===== config.mk =====
export PLATFORM = sky130hd
export DESIGN_NAME = sync_debounce
export DESIGN_NICKNAME = d
export VERILOG_FILES = /design/src/rtl/sync_debounce.sv
export SDC_FILE = /design/constraint.sdc
export NUM_CORES = 1
export LEC_CHECK = 0
export CAP_MARGIN = 5
export CORE_MARGIN = 1
export CORE_UTILIZATION = 54
export CTS_CLUSTER_SIZE = 12
export DETAILED_ROUTE_END_ITERATION = 10
export GPL_ROUTABILITY_DRIVEN = 0
export GPL_TIMING_DRIVEN = 0
export MAX_ROUTING_LAYER = met4
export PLACE_DENSITY = 0.77
export SKIP_CTS_REPAIR_TIMING = 1
export SLEW_MARGIN = 20
export SYNTH_ARGS = -nofsm -noshare
export SYNTH_HDL_FRONTEND = slang
export SYNTH_SLANG_ARGS = --single-unit

===== constraint.sdc =====
create_clock -name clk -period 2.6 [get_ports clk]
set_clock_uncertainty 0.15 [all_clocks]
set_input_delay 0.52 -clock clk [delete_from_list [all_inputs] [get_ports clk]]
set_output_delay 0.52 -clock clk [all_outputs]
set_load 0.01 [all_outputs]

===== src/rtl/sync_debounce.sv =====
// Two-flop synchroniser plus stability-qualified debouncer for one asynchronous level input.
// d_out follows the synchronised input only after STABLE_CYCLES consecutive mismatching samples.
module sync_debounce #(
    parameter int unsigned STABLE_CYCLES = 4,
    parameter int unsigned CNT_WIDTH     = 16,
    parameter logic        RESET_VAL     = 1'b0,
    parameter int unsigned GLITCH_WIDTH  = 8
) (
    input  logic                    clk,
    input  logic                    reset_n,
    input  logic                    d_in,
    output logic                    d_out,
    output logic                    rise_pulse,
    output logic                    fall_pulse,
    output logic                    busy,
    output logic [GLITCH_WIDTH-1:0] glitch_cnt
);

    localparam logic [CNT_WIDTH-1:0]    CNT_LAST   = CNT_WIDTH'(STABLE_CYCLES - 1);
    localparam logic [GLITCH_WIDTH-1:0] GLITCH_MAX = '1;

    logic                 sync1;
    logic                 sync2;
    logic [CNT_WIDTH-1:0] cnt;
    logic                 mismatch;

    always_ff @(posedge clk) begin
        if (!reset_n) begin
            sync1 <= RESET_VAL;
            sync2 <= RESET_VAL;
        end else begin
            sync1 <= d_in;
            sync2 <= sync1;
        end
    end

    assign mismatch = (sync2 != d_out);

    // A single matching sample restarts qualification; an abandoned candidate counts as a glitch.
    always_ff @(posedge clk) begin
        if (!reset_n) begin
            d_out      <= RESET_VAL;
            cnt        <= '0;
            rise_pulse <= 1'b0;
            fall_pulse <= 1'b0;
            glitch_cnt <= '0;
        end else begin
            rise_pulse <= 1'b0;
            fall_pulse <= 1'b0;
            if (mismatch && (cnt == CNT_LAST)) begin
                d_out      <= sync2;
                cnt        <= '0;
                rise_pulse <= sync2;
                fall_pulse <= ~sync2;
            end else if (mismatch) begin
                cnt <= cnt + CNT_WIDTH'(1);
            end else begin
                cnt <= '0;
                if ((cnt != '0) && (glitch_cnt != GLITCH_MAX)) begin
                    glitch_cnt <= glitch_cnt + GLITCH_WIDTH'(1);
                end
            end
        end
    end

    assign busy = (cnt != '0);

endmodule


==> flow_metrics.py <==
metrics = {
    "outcome": {
        "status": "complete, no violations",
    },
    "clocking": {
        "clk_path_buf_depth": 2,
        "cts_sinks": 29,
        "htree_levels": 2,
        "clk_pin_slew_worst_paths_ps": 90,
        "cts_root_buf": "clkbuf_4",
        "cts_tree": "built",
        "cts_made_buffers": 5,
        "clock_latency_ps": 330,
    },
    "critical_path": {
        "reg2reg_depth": 7,
        "cp-end-kind": "output port",
        "start_kind": "flip-flop",
        "crit_required_ps": 1930,
        "r2r_start": "cnt[15]",
        "cp.arrival_ps": 1890,
        "rrSetupSlack_ps": 460,
        "r2r_end": "cnt[11]",
        "cp_max_fo": 3,
        "path_class": "flip-flop to output port",
    },
    "logic_synthesis": {
        "yosysWarnings": 0,
        "post_synth_num_cell_types": 36,
        "avgSynthCellArea_um2": 9.25,
        "ys_seq_area_share_pct": 41.8,
        "synth_area_um2": 1390,
        "ys_seq_elements": 29,
        "synthCells": 150,
        "synth_fp_nets": 156,
    },
    "drt": {
        "routedWlPerCell_um": 13.0,
        "drc_errors": 0,
        "dr.pass1.iters": 4,
        "vias_per_cell": 5.55,
        "wl_um": 2700,
        "antenna_left": 0,
        "drt_iter0_markers": 17,
        "routed-via-count": 1154,
    },
    "timing": {
        "layout_setup_ws_ps": 40.7,
        "final_max_slew_viol_count": 0,
        "setup_tns_ps": 0,
        "max-slew-margin-rel_pct": 74.6,
        "worst_slew_pin_slew_ps": 382,
        "max_freq_mhz": 391,
        "setup_violations": 0,
        "layout_min_cycle_time_ps": 2560,
        "post-route-period-util_pct": 98.4,
        "hold_viol_final": 0,
    },
    "die": {
        "die-width_um": 52.7,
        "fp-row-count": 18,
        "dieArea_um2": 2780,
        "die_y_um": 52.7,
        "core_region_area_um2": 2450,
        "io_pins": 15,
        "start_util_pct": 56.5,
    },
    "grt": {
        "grt_pass1_wl_um": 4370,
        "grt.total_usage_pct": 22.9,
        "first_global_vias": 1039,
        "grt-ovfl-total": 0,
        "grt_max_degree": 11,
        "antenna_found_initial": 0,
    },
    "power_and_ir_drop": {
        "power_uw": 787,
        "leakagePower_nw": 0.607,
        "ir_drop_uv": 439,
        "power_density_nw_per_um2": 464,
    },
    "cells_and_area": {
        "postLayoutCoreUtil_pct": 69.1,
        "antenna_cells": 0,
        "synthToLayoutAreaGrowth_pct": 22.2,
        "drive_gt1_share_pct": 21.3,
        "nets": 183,
        "n_fill_cell": 206,
    },
    "place": {
        "pre_cts_slack_ps": -103,
        "place_hpwl_um": 1890,
        "port_buffers": 14,
    },
    "min_path": {
        "holdPathEnd": "sync2",
        "hold_depth": 1,
        "hp-start": "sync1",
        "hold_class": "flip-flop to flip-flop",
    },
    "run": {
        "maxCapViolCount": 0,
    },
}
## placed cells by master, fill, tap and decap left out, types with 2 or more instances in the layout
cell	instances
clkbuf_4	5
nor4_1	3
and3_1	2
ha_1	2
mux2i_1	4
nand2_1	11
nor4_4	2
or4_4	3
xor2_1	9
inv_1	6
o21ai_0	3
nand2b_1	3
buf_4	8
a21oi_1	8
dfxtp_4	2
or4_2	3
dfxtp_1	27
and4_1	2
or3b_2	2
nand4_1	4
and2_1	2
clkdlybuf4s50_1	13
nor2_1	14
clkbuf_8	2
buf_6	2
or4_1	2
nand3_1	10
xnor2_1	3
o31ai_1	5
## flip-flops by register name, summed over array words and instances (netlist names)
name,flops
cnt,16
glitch_cnt,8
d_out,1
fall_pulse,1
rise_pulse,1
sync1,1
sync2,1
## cell families (layout without fill, tap and decap cells)
| kind of cell | count (synthesis) | after routing | synth area share [%] |
|---|---|---|---|
| flip-flops | 29 | 29 | 41.8 |
| buffers and inverters | 13 | 41 | 5.23 |
| XOR/XNOR | 12 | 12 | 7.58 |
| AO/OA/AOI/OAI | 17 | 17 | 7.21 |
| AND/OR/NAND/NOR | 72 | 72 | 32.6 |
| adder cells (fa/ha/maj) | 3 | 3 | 2.71 |
| multiplexers | 4 | 4 | 2.89 |
## critical path: stages (launching register included)
cell	delay, ps
dfxtp_1	340
or4_4	560
nor4_4	330
buf_6	140
inv_1	30
dlymetal6s2s_1	160
## synth_stat cells
cell / n / area share [%]
dfxtp_1: 29 / 42
nor2_1: 14 / 3.8
nand2_1: 11 / 3.0
nand3_1: 10 / 3.6
xor2_1: 9 / 5.7
a21oi_1: 8 / 2.9
inv_1: 7 / 1.9
o31ai_1: 5 / 2.7
mux2i_1: 4 / 2.9
nand4_1: 4 / 1.8
ha_1: 3 / 2.7
nand2b_1: 3 / 1.4
nor4_1: 3 / 1.4
o21ai_0: 3 / 1.1
or3b_2: 3 / 1.9
or4_2: 3 / 1.9
or4_4: 3 / 2.4
xnor2_1: 3 / 1.9
and2_1: 2 / 0.90
and3_1: 2 / 0.90
and4_1: 2 / 1.3
buf_4: 2 / 1.1
buf_6: 2 / 1.6
nor4_4: 2 / 3.1
or4_1: 2 / 1.1
and3_2: 1 / 0.54
clkbuf_1: 1 / 0.27
clkbuf_2: 1 / 0.36
nor3_1: 1 / 0.36
nor3b_1: 1 / 0.54
nor4_2: 1 / 0.90
o21bai_1: 1 / 0.54
or2_1: 1 / 0.45
or2_2: 1 / 0.45
or3_1: 1 / 0.45
or3_2: 1 / 0.54
## stage by stage
step,area (µm²),instances,hold slack (ps)
2_1_floorplan,1390,150,262
3_3_place_gp,1570,194,270
3_5_place_dp,1570,194,276
4_1_cts,1640,202,298
5_1_grt,1700,208,335
6_report,1700,208,293
## cell type report
| class | count | area, µm² | share of cell area (%) |
|---|---|---|---|
| repair buffers | 20 | 188 | 11.1 |
| clock buffers | 7 | 65.1 | 3.84 |
| flip-flops and latches | 29 | 588 | 34.7 |
| inverters | 7 | 26.3 | 1.55 |
| clock inverters | 1 | 5.00 | 0.295 |
| well taps | 30 | 37.5 | 2.21 |
| plain buffers | 6 | 46.3 | 2.73 |
| multi-input cells | 108 | 739 | 43.6 |
## metal layers
metal,global-route usage (%),part of all wire [%],vias to the layer above
met5,-,0,-
met4,11.8,2.0,0
met3,7.83,4.0,8
met2,35.9,49,21
met1,25.7,45,537
li1,-,-,588
## how the worst max path moves through the flow
stage | from | end | slack, ps | depth (start not counted)
final | cnt[15] | busy | 40 | 5
after global routing | cnt[0] | busy | -20 | 7
after CTS | cnt[0] | busy | -470 | 7
after detailed placement | cnt[9] | busy | -100 | 5
after global placement | cnt[9] | busy | -70 | 5
after floorplan | cnt[9] | busy | 460 | 4
## power breakdown
part           internal [mW]  switching, mW  total, mW
Clock                  0.156          0.154      0.311
Sequential             0.445        0.00227      0.447
Combinational         0.0143         0.0154     0.0297
Total                  0.615          0.172      0.787
(Power assumes the default switching activity.)
